[src/rtl/store_buf_pkg.sv]
// Shared types and helpers for the posted-store write buffer.
// Optional load forwarding is enabled by defining STORE_BUF_FWD_EN.
package store_buf_pkg;

    typedef enum logic {
        SB_IDLE = 1'b0,
        SB_REQ  = 1'b1
    } sb_state_t;

    // Pointer width for a queue of 'depth' entries; at least one bit.
    function automatic int sb_ptr_w(input int depth);
        return (depth > 1) ? $clog2(depth) : 1;
    endfunction

endpackage

[src/rtl/store_buf_fwd_match.sv]
// Load-forwarding lookup for the store write buffer (used when STORE_BUF_FWD_EN is defined).
// Entries are scanned by age relative to the write pointer; the youngest match wins.
module store_buf_fwd_match #(
    parameter int ADDR_W = 32,
    parameter int DATA_W = 32,
    parameter int DEPTH  = 4,
    parameter int PTR_W  = 2,
    parameter int CNT_W  = 3
) (
    input  logic [ADDR_W-1:0] i_ld_addr,
    input  logic [ADDR_W-1:0] i_entry_addr [DEPTH],
    input  logic [DATA_W-1:0] i_entry_data [DEPTH],
    input  logic [PTR_W-1:0]  i_wr_ptr,
    input  logic [CNT_W-1:0]  i_count,
    output logic              o_hit,
    output logic [DATA_W-1:0] o_data
);

    // Bit gi corresponds to the (gi+1)-th youngest entry.
    logic [DEPTH-1:0]  w_match;
    logic [DATA_W-1:0] w_age_data [DEPTH];

    genvar gi;
    generate
        for (gi = 0; gi < DEPTH; gi++) begin : g_age
            logic [PTR_W-1:0] w_idx;
            assign w_idx          = i_wr_ptr - PTR_W'(gi + 1);
            assign w_match[gi]    = (CNT_W'(gi + 1) <= i_count) && (i_entry_addr[w_idx] == i_ld_addr);
            assign w_age_data[gi] = i_entry_data[w_idx];
        end
    endgenerate

    always_comb begin
        o_hit  = 1'b0;
        o_data = '0;
        for (int k = DEPTH - 1; k >= 0; k--) begin
            if (w_match[k]) begin
                o_hit  = 1'b1;
                o_data = w_age_data[k];
            end
        end
    end

endmodule

[src/rtl/store_write_buffer.sv]
// In-order posted-store queue draining to a req/ack data memory.
// Define STORE_BUF_FWD_EN to forward queued store data to matching loads.
module store_write_buffer
    import store_buf_pkg::*;
#(
    parameter int ADDR_W = 32,
    parameter int DATA_W = 32,
    parameter int DEPTH  = 4
) (
    input  logic                        clk_i,
    input  logic                        rst_i,
    input  logic                        st_valid_i,
    input  logic [ADDR_W-1:0]           st_addr_i,
    input  logic [DATA_W-1:0]           st_data_i,
    output logic                        st_ready_o,
    input  logic [ADDR_W-1:0]           ld_addr_i,
    output logic                        ld_hit_o,
    output logic [DATA_W-1:0]           ld_data_o,
    output logic                        mem_req_o,
    output logic [ADDR_W-1:0]           mem_addr_o,
    output logic [DATA_W-1:0]           mem_data_o,
    input  logic                        mem_ack_i,
    output logic                        empty_o,
    output logic [sb_ptr_w(DEPTH):0]    count_o
);

    localparam int PTR_W = sb_ptr_w(DEPTH);
    localparam int CNT_W = PTR_W + 1;
    localparam logic [CNT_W-1:0] FULL_CNT = CNT_W'(DEPTH);
    localparam logic [CNT_W-1:0] ONE_CNT  = CNT_W'(1);

    typedef struct packed {
        logic [ADDR_W-1:0] addr;
        logic [DATA_W-1:0] data;
    } entry_t;

    entry_t           r_mem [DEPTH];
    entry_t           r_head;
    entry_t           w_head_next;
    logic [PTR_W-1:0] r_wr_ptr;
    logic [PTR_W-1:0] r_rd_ptr;
    logic [PTR_W-1:0] w_rd_ptr_inc;
    logic [CNT_W-1:0] r_count;
    sb_state_t        r_state;
    sb_state_t        w_state_next;
    logic             w_push;
    logic             w_pop;
    logic             w_load_head;

    // Readiness uses only the registered count: a pop never frees a slot same-cycle.
    assign st_ready_o   = (r_count != FULL_CNT);
    assign w_push       = st_valid_i & st_ready_o;
    assign w_pop        = (r_state == SB_REQ) & mem_ack_i;
    assign w_rd_ptr_inc = r_rd_ptr + PTR_W'(1);

    always_ff @(posedge clk_i) begin
        if (w_push) begin
            r_mem[r_wr_ptr] <= '{addr: st_addr_i, data: st_data_i};
        end
    end

    always_ff @(posedge clk_i or posedge rst_i) begin
        if (rst_i) begin
            r_wr_ptr <= '0;
            r_rd_ptr <= '0;
            r_count  <= '0;
            r_state  <= SB_IDLE;
            r_head   <= '0;
        end else begin
            if (w_push) r_wr_ptr <= r_wr_ptr + PTR_W'(1);
            if (w_pop)  r_rd_ptr <= w_rd_ptr_inc;
            r_count <= r_count + CNT_W'(w_push) - CNT_W'(w_pop);
            r_state <= w_state_next;
            if (w_load_head) r_head <= w_head_next;
        end
    end

    always_comb begin
        w_state_next = r_state;
        w_load_head  = 1'b0;
        w_head_next  = r_mem[r_rd_ptr];
        case (r_state)
            SB_IDLE: begin
                if (r_count != '0) begin
                    w_state_next = SB_REQ;
                    w_load_head  = 1'b1;
                end
            end
            SB_REQ: begin
                if (mem_ack_i) begin
                    if (r_count != ONE_CNT) begin
                        w_load_head = 1'b1;
                        w_head_next = r_mem[w_rd_ptr_inc];
                    end else if (w_push) begin
                        // Queue drains to this very store; it is not in the array yet.
                        w_load_head = 1'b1;
                        w_head_next = '{addr: st_addr_i, data: st_data_i};
                    end else begin
                        w_state_next = SB_IDLE;
                    end
                end
            end
            default: w_state_next = SB_IDLE;
        endcase
    end

    assign mem_req_o  = (r_state == SB_REQ);
    assign mem_addr_o = r_head.addr;
    assign mem_data_o = r_head.data;
    assign count_o    = r_count;
    assign empty_o    = (r_count == '0) && (r_state == SB_IDLE);

`ifdef STORE_BUF_FWD_EN
    logic [ADDR_W-1:0] w_ent_addr [DEPTH];
    logic [DATA_W-1:0] w_ent_data [DEPTH];

    genvar gi;
    generate
        for (gi = 0; gi < DEPTH; gi++) begin : g_ent
            assign w_ent_addr[gi] = r_mem[gi].addr;
            assign w_ent_data[gi] = r_mem[gi].data;
        end
    endgenerate

    store_buf_fwd_match #(
        .ADDR_W (ADDR_W),
        .DATA_W (DATA_W),
        .DEPTH  (DEPTH),
        .PTR_W  (PTR_W),
        .CNT_W  (CNT_W)
    ) u_fwd (
        .i_ld_addr    (ld_addr_i),
        .i_entry_addr (w_ent_addr),
        .i_entry_data (w_ent_data),
        .i_wr_ptr     (r_wr_ptr),
        .i_count      (r_count),
        .o_hit        (ld_hit_o),
        .o_data       (ld_data_o)
    );
`else
    logic w_unused_ld;
    assign w_unused_ld = ^ld_addr_i;
    assign ld_hit_o    = 1'b0;
    assign ld_data_o   = '0;
`endif

endmodule

[config.mk]
export PLATFORM = sky130hd
export DESIGN_NAME = store_write_buffer
export DESIGN_NICKNAME = d
export VERILOG_FILES = /design/src/rtl/store_buf_pkg.sv /design/src/rtl/store_buf_fwd_match.sv /design/src/rtl/store_write_buffer.sv
export SDC_FILE = /design/constraint.sdc
export NUM_CORES = 1
export LEC_CHECK = 0
export BUFFER_PORTS_ARGS = -buffer_cell sky130_fd_sc_hd__buf_2
export CAP_MARGIN = 15
export CORE_ASPECT_RATIO = 0.8
export CORE_MARGIN = 5
export CORE_UTILIZATION = 40
export CTS_CLUSTER_SIZE = 12
export DETAILED_ROUTE_END_ITERATION = 12
export PLACE_DENSITY = 0.62
export SLEW_MARGIN = 20
export SYNTH_ARGS = -nofsm -noshare
export SYNTH_HDL_FRONTEND = slang
export SYNTH_SLANG_ARGS = --single-unit
[constraint.sdc]
create_clock -name clk_i -period 2.8 [get_ports clk_i]
set_input_delay 0.28 -clock clk_i [delete_from_list [all_inputs] [get_ports clk_i]]
set_output_delay 0.28 -clock clk_i [all_outputs]
set_load 0.01 [all_outputs]
# Yosys cells after proc, flatten, opt, wreduce, memory -nomap -nowiden
# Memories as Yosys holds them, arrays and structs flattened.
# Cells that the tools add are included.
# op_classes
div_mod_pow,0
n_mul,0
n_shift,0
reduce_logical,3
n_mux,12
n_eq_ne,2
n_lt_le_gt_ge,0
n_addsub,4
bitwise,3
# ops
operator,n
$mux 64,4
$mux 1,6
$add 2x1->2 const B,2
$pmux 1 s2,2
$add 3x1->3,1
$logic_not 3->1,1
$ne 3x1->1 const B,1
$ne 3x3->1 const B,1
$reduce_bool 3->1,1
$sub 3x1->3,1
$and 1x1->1,2
$logic_and 1x1->1,1
$not 1->1,1
# totals
latchBits,0
ram_bits,256
out_inout_bits,103
regBits,72
mem_bits_ro,0
wordCells,31
in_bits,100
mem_count,1
# memory_table
name,depth,width,read_ports,rd_clocked_by_memory_dff,wr,line_no,rtl
r_mem,4,64,2,0,1,store_write_buffer.sv:37,entry_t r_mem [DEPTH];

# Depth between registers and ports, before layout
# Gate-level depths: netlist (run 1).
# depth
word_depth,6
ltp_mapped,12
depth_no_buf,10

# Worst setup path after synthesis (run 1)
# Ideal clock, no wire load.
# synth_timing
path_type,reg-to-reg
from,"reg r_count[1], in the netlist count_o[1]"
to,mem r_mem[0][0] in the netlist's numbering (enable)
t_required_ns,2.371
slack_ns,-0.187
path_stages_with_launch,5
setup_ns,0.429
path_buffers,2
arrival_ns,2.557
period_less_slack_ns,2.987
cell_sequence,dfrtp_1 -> buf_2 -> or3b_1 -> clkbuf_1 -> and3_1
# synth_via
elab_chain_len,4
# synth_rtl
item,line_no,rtl
start: declaration,store_write_buffer.sv:43,logic [CNT_W-1:0] r_count;
start signal: assignment,store_write_buffer.sv:72,r_count <= r_count + CNT_W'(w_push) - CNT_W'(w_pop);
$ne 3x3->1,store_write_buffer.sv:51,assign st_ready_o = (r_count != FULL_CNT);
via st_ready_o,store_write_buffer.sv:15,"output logic st_ready_o,"
$and 1x1->1,store_write_buffer.sv:52,assign w_push = st_valid_i & st_ready_o;
$mux 1,store_write_buffer.sv:57,if (w_push) begin
$mux 1 (not written as such),store_write_buffer.sv:58,"r_mem[r_wr_ptr] <= '{addr: st_addr_i, data: st_data_i};"
end: declaration,store_write_buffer.sv:37,
# The timed path passes the listed nets, and every way through them passes these cells.

# Worst setup path in the final report (run 1)
# layout_timing
from,"reg r_count[1], in the netlist count_o[1]"
to,"reg r_count[2], in the netlist count_o[2]"
# layout_via
elab_chain_len,4
# layout_rtl
item,line_no
$ne 3x3->1,store_write_buffer.sv:51
$and 1x1->1,store_write_buffer.sv:52
$add 3x1->3 (*),store_write_buffer.sv:72
$sub 3x1->3 (*),store_write_buffer.sv:72
# Every way passes the cells marked *; elsewhere a longest branch is shown, timed or not.
# A chain may end at the register's enable or synchronous reset.

==> parameters.txt, run 1 <==
Parameter                              Value

STA
  Setup violations, final ... 0
  RSZ-0062 raised after global routing ... false
  Post-route minimum period ... 2.39 ns
  Maximum clock skew at final layout ... 0.0121 ns
  Sum Neg Setup Slack ... 0 ns
  Final hold viol count ... 0
  Slew at the pin closest to its max-slew limit ... 1.05 ns
  Max Clk Rate ... 418 MHz
  Final-report max-slew violation count ... 0
  Period utilization ... a little under nine tenths
  Max transition margin ... 29.8%

Power
  Power, Total ... 19.1 mW
  IR drop worst, VDD ... 0.606 mV
  Sw Pwr ... roughly 6.4 mW
  Clk pwr share ... between 20% and 30%
  Sequential cell fraction of total power ... 38.7%
  Pwr/cell area ... 1040 nW/um^2
  Leakage power ... 6.47 nW
  Internal power consumption ... 12.7 mW
  Proportion of total power due to net switching ... roughly a third
  Fraction of power consumed by combinational cells ... 37.9%

Synthesis
  Avg Inst Size Synth ... 16.2 um^2
  Total standard cell area after synthesis ... 15400 um^2
  Number of distinct library cell variants in the gate-level netlist after synthesis ... 30
  Sequential cell area fraction in the yosys report ... 61.7%
  Count of yosys warnings during synthesis ... 0
  Number of cells produced by synthesis ... 947
  Synth Register Bits ... between 300 and 400

Layout
  Fillcell total ... around 3.2k
  Net count of the finished layout ... roughly 1.2k
  Area occupied by registers ... between 9000 and 10000 um^2
  Most common library cell in the layout ignoring fill and taps ... edfxtp_1
  Area growth syn-to-layout ... 18.9%
  Share of final-layout standard cells stronger than drive strength 1 ... 32.5%
  Area used by multi-input combinational logic ... 5100 um^2
  Most frequent cells in the layout ... edfxtp_1 (256), buf_2 (137), nand3_1 (129), mux4_2 (128), inv_1 (70)

Place
  Final estimated routing congestion in global placement ... about 0.73
  Quantity of I/O buffers inserted on ports ... 137
  Detailed Place HPWL ... 23200 um

Clock tree
  Clock Pin Slew Worst Setup and Hold Paths ... 0.06 ns
  Maximum count of clock buffers along a single path ... 3
  TritonCTS Buffers ... 36
  Number of sinks on the clock net ... around 330
  Clock insertion delay at the later pin of the skew report ... 0.52 ns
  CTS hold repair buffers ... just over 50
  Post-cts resize count ... 0
  Setup fix buffers added after clock tree synthesis ... 0
  H-Tree Depth ... 2
  Clock tree root buffer cell ... clkbuf_16
  TritonCTS clock tree ... built

Route
  Detail Route Antenna Nets ... 0
  Iteration-0 DRC Markers ... 819
  Number of optimization iterations in the first detailed-route pass ... 4
  DRC violation count after routing ... 0
  Via count of the routed design ... 9828
  Via density per instance ... 6.00
  Total detailed-routing wirelength ... 41000 um
  Routed wire length per instance ... 25.1 um

Die
  Die Footprint ... 42500 um^2
  Horizontal extent of the die ... 229 um
  IO Pins ... 203
  Core region area ... approximately 38000 um^2
  Initial cell density of the core ... 40.4%
  Row cnt ... 64
  Vertical die dimension ... 185 um

Global route
  Initial antenna violation count ... 2
  Overflow left after global routing ... 0
  Number of global-route vias before repair ... 10.4k
  First-pass GRT wire length ... 62800 um
  Overall global routing resource usage ... 19.1%
  Largest net degree at the start of global routing ... 69

Setup path
  CP max-delay cell ... or3b_1
  Data required, critical path ... 3.23 ns
  Data arrival, critical path ... about 2.8 ns
  Type of destination of the critical path ... flop
  Maximum fanout count along the critical path ... 7
  Crit path largest cell delay ... between 0.4 and 0.5 ns
  Type of the worst setup path ... reg -> reg
  Cell repeated most along the worst path ... inv_1
  Cell chain of the critical path ... or3b_1 -> and2_1 -> inv_1 -> ha_1 -> inv_1 -> ha_1 -> inv_1 -> fa_1 -> xnor2_1 -> xnor2_1
  Type of element launching the critical path ... flop

Min path
  Path class of the lowest-slack min-delay path ... in -> reg

Outcome
  Status ... completed

Flow run
  Max-cap violation count ... 0
stage by stage:
step | setup WS (ns) | instance area (um^2) | hold slack, ns | utilization (%) | instances
finish | 0.408 | 18300 | 0.0212 | 48.0 | 1638
global route | 0.205 | 18300 | 0.00589 | 48.0 | 1638
CTS | 0.376 | 18300 | 0.000327 | 48.0 | 1637
detailed placement | 0.410 | 16700 | 0.337 | 43.8 | 1525
global placement | 0.428 | 16700 | 0.333 | 43.8 | 1525
floorplan | 0.205 | 15500 | 0.379 | - | 979
final cells by class:
| type | count | share of cell area, % |
|---|---|---|
| multi-input cells | 450 | 27.9 |
| diodes | 1 | 0.0137 |
| well taps | 495 | 3.38 |
| repair buffers | 231 | 9.40 |
| flip-flops and latches | 328 | 51.9 |
| clock buffers | 49 | 5.47 |
| clock inverters | 12 | 0.444 |
| inverters | 72 | 1.49 |
power groups by stage:
stage | clock, mW | sequential [mW] | combinational (mW)
2_1_floorplan | 0 | 7.40 | 4.94
3_3_place_gp | 0 | 7.42 | 7.15
3_5_place_dp | 0 | 7.47 | 7.22
4_1_cts | 4.54 | 7.39 | 7.31
5_1_grt | 4.76 | 7.52 | 7.83
6_report | 4.44 | 7.38 | 7.23
synthesized netlist by cell type:
cell,number,share of area (%)
buf_2,27,0.88
and2_1,1,0.041
nor3_1,1,0.032
buf_6,5,0.37
o32ai_1,64,3.6
xnor2_1,5,0.28
inv_1,72,1.8
nor4b_2,1,0.098
nand2b_1,1,0.041
mux4_2,128,19
nand2_1,3,0.073
clkbuf_2,1,0.032
fa_1,1,0.13
dfrtp_1,72,12
o22ai_1,1,0.041
edfxtp_1,256,50
nor3b_1,1,0.049
o21ai_0,1,0.032
and3_1,5,0.20
nand3_1,129,4.2
clkbuf_1,46,1.1
conb_1,1,0.024
nor4_1,1,0.041
o22a_1,1,0.057
buf_1,11,0.27
a32oi_1,64,3.6
or3b_1,2,0.11
buf_4,39,1.9
nor2_1,1,0.024
ha_1,6,0.49
per-layer routing:
metal | routed length [um] | track usage, %
met4 | 599 | 4.38
met1 | 16800 | 25.8
met5 | 13 | 0
met3 | 3300 | 3.42
met2 | 20400 | 32.6
final timing paths:
check / from / to / slack [ns] / depth (start not counted)
worst max-delay path: count_o[1]$_DFF_PP0_ / count_o[2]$_DFF_PP0_ / 0.41 / 10
worst max register to register: count_o[1]$_DFF_PP0_ / count_o[2]$_DFF_PP0_ / 0.41 / 10
min in group asynchronous: rst_i / mem_addr_o[12]$_DFFE_PP0P_ / 0.34 / 3
worst min register to register: mem_data_o[26]$_DFFE_PP0P_ / mem_data_o[26]$_DFFE_PP0P_ / 0.51 / 2
worst min-delay path: st_addr_i[23] / r_mem[0][55]$_DFFE_PP_ / 0.02 / 1
max in group asynchronous: rst_i / mem_data_o[27]$_DFFE_PP0P_ / 1.69 / 4
cells by family after synthesis:
| family | after synthesis | synth area share, % |
|---|---|---|
| flops | 328 | 61.7 |
| mux | 128 | 18.7 |
| other cells | 1 | 0.0244 |
| xor+xnor | 5 | 0.285 |
| simple gates | 146 | 4.91 |
| buf+inv | 201 | 6.33 |
| compound gates | 131 | 7.42 |
| fa+ha+maj | 7 | 0.618 |
critical path: cells and delay by family, from the launching register on:
| kind | cells | cell delay, ns |
|---|---|---|
| fa+ha+maj | 3 | 0.76 |
| simple gates | 2 | 0.71 |
| flops | 1 | 0.37 |
| xor+xnor | 2 | 0.31 |
| buf+inv | 3 | 0.17 |
sequential cells by signal, summed over array words and instances, names as in the netlist:
signal	flops
r_mem	256
mem_addr_o	32
mem_data_o	32
count_o	3
r_rd_ptr	2
r_wr_ptr	2
mem_req_o	1
(Power assumes the default switching activity.)
==> run 2: changes to the inputs <==
--- a/config.mk
+++ b/config.mk
@@ -5,6 +5,7 @@
 export SDC_FILE = /design/constraint.sdc
 export NUM_CORES = 1
 export LEC_CHECK = 0
+export ABC_AREA = 1
 export BUFFER_PORTS_ARGS = -buffer_cell sky130_fd_sc_hd__buf_2
 export CAP_MARGIN = 15
 export CORE_ASPECT_RATIO = 0.8
@@ -12,7 +13,6 @@
 export CORE_UTILIZATION = 40
 export CTS_CLUSTER_SIZE = 12
 export DETAILED_ROUTE_END_ITERATION = 12
-export PLACE_DENSITY = 0.62
 export SLEW_MARGIN = 20
 export SYNTH_ARGS = -nofsm -noshare
 export SYNTH_HDL_FRONTEND = slang
==> parameters.txt, run 2 <==
Parameter                              Value

Setup path
  Type of destination of the critical path ... flop (unchanged)
  RR Endpoint ... mem_addr_o[12]$_DFFE_PP0P_ (was count_o[2]$_DFF_PP0_)
  End of the critical path ... mem_addr_o[12]$_DFFE_PP0P_ (was count_o[2]$_DFF_PP0_)
  Crit. Startpoint ... count_o[1]$_DFF_PP0_ (unchanged)
  Data required, critical path ... 3.26 ns (was 3.23 ns)
  Maximum fanout count along the critical path ... 64 (was 7)
  R2r setup slk ... 0.64 ns (was 0.41 ns)
  Data arrival, critical path ... 2.63 ns (was 2.82 ns)
  Number of cells on the worst reg-to-reg path ... 6 (was 10)
  Worst flop-to-flop path startpoint ... count_o[1]$_DFF_PP0_ (unchanged)
  Type of element launching the critical path ... flop (unchanged)
  Type of the worst setup path ... reg -> reg (unchanged)

Power
  Pwr/cell area ... 1080 nW/um^2 (was 1040 nW/um^2)
  IR drop worst, VDD ... 1.06 mV (was 0.606 mV)
  Power, Total ... 22.4 mW (was 19.1 mW)
  Leakage power ... 10.0 nW (was 6.47 nW)

Route
  Detail Route Antenna Nets ... 0 (unchanged)
  Total detailed-routing wirelength ... 52200 um (was 41000 um)
  Via count of the routed design ... 15.0k (was 9828)
  Number of optimization iterations in the first detailed-route pass ... 6 (was 4)
  DRC violation count after routing ... 0 (unchanged)
  Via density per instance ... 5.12 (was 6.00)
  Routed wire length per instance ... 17.7 um (was 25.1 um)
  Iteration-0 DRC Markers ... 1234 (was 819)

STA
  Final-report max-slew violation count ... 0 (unchanged)
  Slew at the pin closest to its max-slew limit ... 1.09 ns (was 1.05 ns)
  Max Clk Rate ... 462 MHz (was 418 MHz)
  Maximum clock skew at final layout ... 0.0134 ns (was 0.0121 ns)
  Max transition margin ... 27.6% (was 29.8%)
  Period utilization ... 77.3% (was 85.4%)
  Hold_ws ... 0.0492 ns (was 0.0212 ns)
  Setup violations, final ... 0 (unchanged)
  Final hold viol count ... 0 (unchanged)
  Post-route minimum period ... 2.16 ns (was 2.39 ns)
  RSZ-0062 raised after global routing ... false (unchanged)

Clock tree
  Clock insertion delay at the later pin of the skew report ... 0.54 ns (was 0.52 ns)
  Maximum count of clock buffers along a single path ... 3 (unchanged)
  TritonCTS clock tree ... built (unchanged)
  Number of sinks on the clock net ... 328 (unchanged)
  Clock Pin Slew Worst Setup and Hold Paths ... 0.06 ns (about the same)
  Clock tree root buffer cell ... clkbuf_16 (unchanged)
  TritonCTS Buffers ... 38 (was 36)
  H-Tree Depth ... 2 (unchanged)

Synthesis
  Top cells by area, synth ... edfxtp_1 (44%), nand2_1 (18%), dfrtp_1 (10%) (was edfxtp_1 (50%), mux4_2 (19%), dfrtp_1 (12%))
  Cell taking the most area after synthesis ... edfxtp_1 (unchanged)
  Share of flip-flops with an asynchronous set or reset ... 22.0% (unchanged)
  Number of cells produced by synthesis ... 2207 (was 947)
  Most common cell in the netlist ... nand2_1 (was edfxtp_1)
  Share of Yosys cell area claimed by the top area cell type ... 43.5% (was 50.0%)
  Count of yosys warnings during synthesis ... 0 (unchanged)
  Ranking of synthesized cells by instance count ... nand2_1 (861), inv_1 (315), edfxtp_1 (256) (was edfxtp_1 (256), nand3_1 (129), mux4_2 (128))
  Total standard cell area after synthesis ... 17700 um^2 (was 15400 um^2)
  Number of distinct library cell variants in the gate-level netlist after synthesis ... 24 (was 30)
  Count of flip-flops with a built-in enable after synthesis ... 256 (unchanged)
  Avg Inst Size Synth ... 8.00 um^2 (was 16.2 um^2)
  Prevailing post-synth register cell ... edfxtp_1 (unchanged)
  Synth Register Bits ... 328 (unchanged)
  Sequential cell area fraction in the yosys report ... 53.7% (was 61.7%)

Layout
  Area used by multi-input combinational logic ... 6220 um^2 (was 5100 um^2)
  Fillcell total ... 4063 (was 3248)
  Area occupied by registers ... 9490 um^2 (was 9500 um^2)
  Most frequent cells in the layout ... nand2_1 (858), inv_1 (311), edfxtp_1 (256), nand3_1 (251), buf_2 (137) (was edfxtp_1 (256), buf_2 (137), nand3_1 (129), mux4_2 (128), inv_1 (70))
  Share of final-layout standard cells stronger than drive strength 1 ... 10.4% (was 32.5%)
  Net count of the finished layout ... 2455 (was 1226)
  Most common library cell in the layout ignoring fill and taps ... nand2_1 (was edfxtp_1)
  Final Non-Filler Cells ... 2940 (was 1638)
  Area growth syn-to-layout ... 16.9% (was 18.9%)
  Number of flip-flops under the largest register name ... 256 (unchanged)
  Register containing the most flip-flops in the final layout ... r_mem (unchanged)

Flow run
  Max-cap violation count ... 0 (unchanged)

Global route
  Overflow left after global routing ... 0 (unchanged)
  First-pass GRT wire length ... 80600 um (was 62800 um)
  Largest net degree at the start of global routing ... 137 (was 69)
  Overall global routing resource usage ... 21.0% (was 19.1%)
  Number of global-route vias before repair ... 14.6k (was 10.4k)
  Initial antenna violation count ... 4 (was 2)

Outcome
  Status ... completed (unchanged)

Place
  Quantity of I/O buffers inserted on ports ... 137 (unchanged)
  Cells after DPL ... 2803 (was 1525)
  Detailed Place HPWL ... 27400 um (was 23200 um)
  Final estimated routing congestion in global placement ... 0.771 (was 0.728)

Die
  Row cnt ... 68 (was 64)
  Initial cell density of the core ... 40.7% (was 40.4%)
  Horizontal extent of the die ... 245 um (was 229 um)
  Vertical die dimension ... 198 um (was 185 um)
  Core region area ... 43400 um^2 (was 38100 um^2)
  IO Pins ... 203 (unchanged)
  Die Footprint ... 48500 um^2 (was 42500 um^2)

Min path
  Path class of the lowest-slack min-delay path ... in -> reg (unchanged)
[run 2: changes by cell type after synthesis, sizes merged, moves of 60 or more]
cell	change
nand3	+122
o32ai	-64
mux4	-128
inv	+246
nor2	+72
o211ai	+64
o21ai	+60
a21oi	+66
a32oi	-64
nand2	+860
[run 2: area by class of cell]
type	count	share of cell area, %
clock inverters	7	0.430
flip-flops and latches	328	46.0
repair buffers	240	8.60
well taps	560	3.39
clock buffers	63	5.61
diodes	2	0.0242
inverters	318	5.83
multi-input cells	1422	30.1
[run 2: stage by stage]
stage | TNS [ns] | setup slack [ns] | cell area (um^2) | utilization (%)
floorplan | -60.01 | -0.234 | 17800 | -
global placement | 0 | 0.751 | 18700 | 43.2
detailed placement | 0 | 0.654 | 18700 | 43.2
CTS | 0 | 0.624 | 20600 | 47.5
global route | 0 | 0.478 | 20600 | 47.6
finish | 0 | 0.635 | 20600 | 47.6
[run 2: how the worst min path moves through the flow]
| stage | from | cells past startpoint | slack, ns | endpoint |
|---|---|---|---|---|
| finish | st_data_i[15] | 1 | 0.05 | r_mem[1][15]$_DFFE_PP_ |
| global route | st_data_i[15] | 1 | 0.03 | r_mem[0][15]$_DFFE_PP_ |
| CTS | st_data_i[15] | 1 | 0.004 | r_mem[1][15]$_DFFE_PP_ |
| detailed placement | rst_i | 2 | 0.37 | mem_addr_o[30]$_DFFE_PP0P_ |
| global placement | rst_i | 2 | 0.36 | mem_addr_o[30]$_DFFE_PP0P_ |
| floorplan | st_data_i[0] | 0 | 0.38 | r_mem[0][0]$_DFFE_PP_ |
[run 2: kinds of logic (layout without fill, tap and decap cells)]
group                      Yosys count  after routing  synth area share, %
adders and majority gates            7              7                0.539
other                                1             35               0.0212
buffers and inverters              489            628                 12.1
xor gates and xnor gates             4              4                0.198
DFF                                328            328                 53.7
AOI/OAI and AO/OA                  191            191                 6.34
and+or+nand+nor                   1187           1187                 27.1
[run 2: layer usage]
metal	up-vias	part of all wire [%]	global-route usage, %
li1	7215	-	-
met1	7139	43	28.4
met2	590	47	35.1
met3	99	7.3	3.45
met4	6	2.1	6.38
met5	-	0.065	0
[run 2: timing repair]
item / in CTS / in global routing
endpoints found under the setup margin: 0 / 0
hold endpoints to repair: 273 / 0
setup buffers: 0 / 0
hold buffers: 64 / 0
resized for setup: 0 / 0
[run 2: power by group]
part	total (mW)	internal [mW]	switching, mW	leakage [nW]
clock network	4.97	3.01	1.96	0.607
registers	7.32	6.64	0.682	3.19
logic	10.1	3.15	6.91	6.20
[run 2: worst max-delay path: stages, from the launching register on]
cell     delay [ns]
dfrtp_1        0.47
nor2_4         0.17
nand2_4        0.06
o21ai_4        0.15
buf_4          0.74
o21ai_0        0.26
a21oi_1        0.21
==> run 3: changes to the inputs <==
==> constraint.sdc (replaced) <==
create_clock -name clk_i -period 1.8 [get_ports clk_i]
set_input_delay 0.18 -clock clk_i [delete_from_list [all_inputs] [get_ports clk_i]]
set_output_delay 0.18 -clock clk_i [all_outputs]
set_load 0.01 [all_outputs]
==> parameters.txt, run 3 (synthesis gave the netlist of run 2 again) <==
Parameter                              Value

Clock tree
  Number of sinks on the clock net ... 328 (unchanged)
  H-Tree Depth ... 2 (unchanged)
  TritonCTS clock tree ... built (unchanged)
  Maximum count of clock buffers along a single path ... 3 (unchanged)
  Clock Pin Slew Worst Setup and Hold Paths ... 0.06 ns (about the same)
  TritonCTS Buffers ... 37 (was 38)
  Clock tree root buffer cell ... clkbuf_16 (unchanged)
  Clock insertion delay at the later pin of the skew report ... 0.54 ns (about the same)

Power
  Leakage power ... 10.2 nW (was 10.0 nW)
  Internal power consumption ... 20.4 mW (was 12.8 mW)
  Sw Pwr ... 15.1 mW (was 9.55 mW)
  Clk pwr share ... 20.2% (was 22.2%)
  Proportion of total power due to net switching ... 42.6% (was 42.7%)
  IR drop worst, VDD ... 1.06 mV (about the same)
  Pwr/cell area ... 1670 nW/um^2 (was 1080 nW/um^2)
  Sequential cell fraction of total power ... 32.2% (was 32.7%)
  Fraction of power consumed by combinational cells ... 47.6% (was 45.0%)

Global route
  Initial antenna violation count ... 3 (was 4)
  Largest net degree at the start of global routing ... 109 (was 137)
  Overall global routing resource usage ... 21.5% (was 21.0%)
  First-pass GRT wire length ... 82200 um (was 80600 um)
  Overflow left after global routing ... 0 (unchanged)
  Number of global-route vias before repair ... 14.7k (was 14.6k)

Place
  Cells after DPL ... 2830 (was 2803)
  Worst Setup Slack post-DPL ... -0.0470 ns (was 0.654 ns)
  Final estimated routing congestion in global placement ... 0.771 (about the same)
  Quantity of I/O buffers inserted on ports ... 137 (unchanged)
  Detailed Place HPWL ... 29400 um (was 27400 um)

Layout
  Utilization after layout ... 49.0% (was 47.6%)
  Register containing the most flip-flops in the final layout ... r_mem (unchanged)
  Fillcell total ... 4075 (was 4063)
  Most common library cell in the layout ignoring fill and taps ... nand2_1 (unchanged)
  Area growth syn-to-layout ... 20.3% (was 16.9%)
  Most frequent cells in the layout ... nand2_1 (855), inv_1 (308), edfxtp_1 (256), nand3_1 (251), buf_2 (137) (was nand2_1 (858), inv_1 (311), edfxtp_1 (256), nand3_1 (251), buf_2 (137))
  Net count of the finished layout ... 2489 (was 2455)
  Share of final-layout standard cells stronger than drive strength 1 ... 12.1% (was 10.4%)
  Final Non-Filler Cells ... 2971 (was 2940)
  Number of flip-flops under the largest register name ... 256 (unchanged)

STA
  Setup slack of the critical path after layout ... 0.0476 ns (was 0.635 ns)
  Final hold viol count ... 0 (unchanged)
  Slew at the pin closest to its max-slew limit ... 0.640 ns (was 1.09 ns)
  Max Clk Rate ... 571 MHz (was 462 MHz)
  Period utilization ... 97.4% (was 77.3%)
  Hold_ws ... 0.0414 ns (was 0.0492 ns)
  Final-report max-slew violation count ... 0 (unchanged)
  Maximum clock skew at final layout ... 0.0221 ns (was 0.0134 ns)
  Post-route minimum period ... 1.75 ns (was 2.16 ns)
  Setup violations, final ... 0 (unchanged)
  Sum Neg Setup Slack ... 0 ns (unchanged)
  Max transition margin ... 57.3% (was 27.6%)
  RSZ-0062 raised after global routing ... true (was false)

Route
  Iteration-0 DRC Markers ... 1311 (was 1234)
  Total detailed-routing wirelength ... 53000 um (was 52200 um)
  Via count of the routed design ... 15.1k (was 15.0k)
  Number of optimization iterations in the first detailed-route pass ... 6 (unchanged)
  Detail Route Antenna Nets ... 0 (unchanged)
  DRC violation count after routing ... 0 (unchanged)
  Routed wire length per instance ... 17.8 um (was 17.7 um)
  Via density per instance ... 5.07 (was 5.12)

Die
  IO Pins ... 203 (unchanged)
  Initial cell density of the core ... 40.7% (unchanged)
  Core region area ... 43400 um^2 (unchanged)
  Die Footprint ... 48500 um^2 (unchanged)
  Horizontal extent of the die ... 245 um (unchanged)
  Row cnt ... 68 (unchanged)
  Vertical die dimension ... 198 um (unchanged)

Setup path
  Maximum fanout count along the critical path ... 2 (was 64)
  Type of the worst setup path ... reg -> reg (unchanged)
  Type of destination of the critical path ... flop (unchanged)
  Data arrival, critical path ... 2.17 ns (was 2.63 ns)
  Type of element launching the critical path ... flop (unchanged)
  Data required, critical path ... 2.22 ns (was 3.26 ns)

Min path
  Path class of the lowest-slack min-delay path ... in -> reg (unchanged)

Flow run
  Max-cap violation count ... 0 (unchanged)

Outcome
  Status ... completed (unchanged)
run 3: changes by cell type in the layout (fill, tap and decap cells not counted), moves of 4 or more:
cell / previous run / this run
buf_4: 27 / 31
nor2_1: 68 / 64
buf_12: 11 / 35
buf_6: 0 / 4
run 3: power by group through the flow:
stage / logic, mW / registers (mW) / clock network (mW)
global placement: 16.1 / 11.5 / 0
detailed placement: 16.4 / 11.6 / 0
floorplan: 10.4 / 11.6 / 0
global route: 18.8 / 11.7 / 7.66
CTS: 16.7 / 11.4 / 7.33
finish: 16.9 / 11.4 / 7.17
run 3: routing by layer:
metal / wire (um) / track usage (%)
met1: 23300 / 30.1
met2: 24500 / 34.8
met3: 4100 / 3.51
met4: 1080 / 6.19
met5: 0 / 0
run 3: worst paths after layout:
kind	slack (ns)	to	cells after the start	from
hold / removal	0.04	mem_req_o$_DFF_PP0_	3	st_valid_i
hold reg to reg	0.52	mem_data_o[1]$_DFFE_PP0P_	2	mem_data_o[1]$_DFFE_PP0P_
max in group asynchronous	1.02	r_rd_ptr[1]$_DFFE_PP0P_	4	rst_i
min in group asynchronous	0.32	mem_addr_o[23]$_DFFE_PP0P_	4	rst_i
setup / recovery	0.05	count_o[1]$_DFF_PP0_	9	count_o[1]$_DFF_PP0_
setup reg to reg	0.05	count_o[1]$_DFF_PP0_	9	count_o[1]$_DFF_PP0_
run 3: what timing repair did:
item,in CTS,in global routing
pin swaps,5,2
gates resized for setup,3,21
buffers inserted,6,0
gates cloned,0,2
hold buffers,65,0
setup endpoints to repair,46,55
hold endpoints to repair,328,0
run 3: layout make-up:
type                    count  area (um^2)  share of cell area, %
diodes                      3         7.51                 0.0353
clock buffers              59         1070                   5.04
clock inverters             6         56.3                  0.265
inverters                 318         1220                   5.73
multi-input cells        1422         6300                   29.6
flip-flops and latches    328         9500                   44.7
well taps                 560          701                   3.30
repair buffers            275         2390                   11.3
run 3: worst max-delay path, cell delays in order, from the launching register on:
cell and delay (ns):
dfrtp_2 0.42, nor2_4 0.12, nand2_2 0.08, nand2_4 0.07
ha_4 0.20, inv_4 0.06, ha_4 0.12, inv_2 0.03
fa_2 0.51, inv_2 0.03
run 3: metrics by stage:
step	power (mW)	area, um^2
CTS	35.4	21100
floorplan	22.0	17800
detailed placement	27.9	19300
global route	38.2	21200
finish	35.5	21200
global placement	27.6	19300
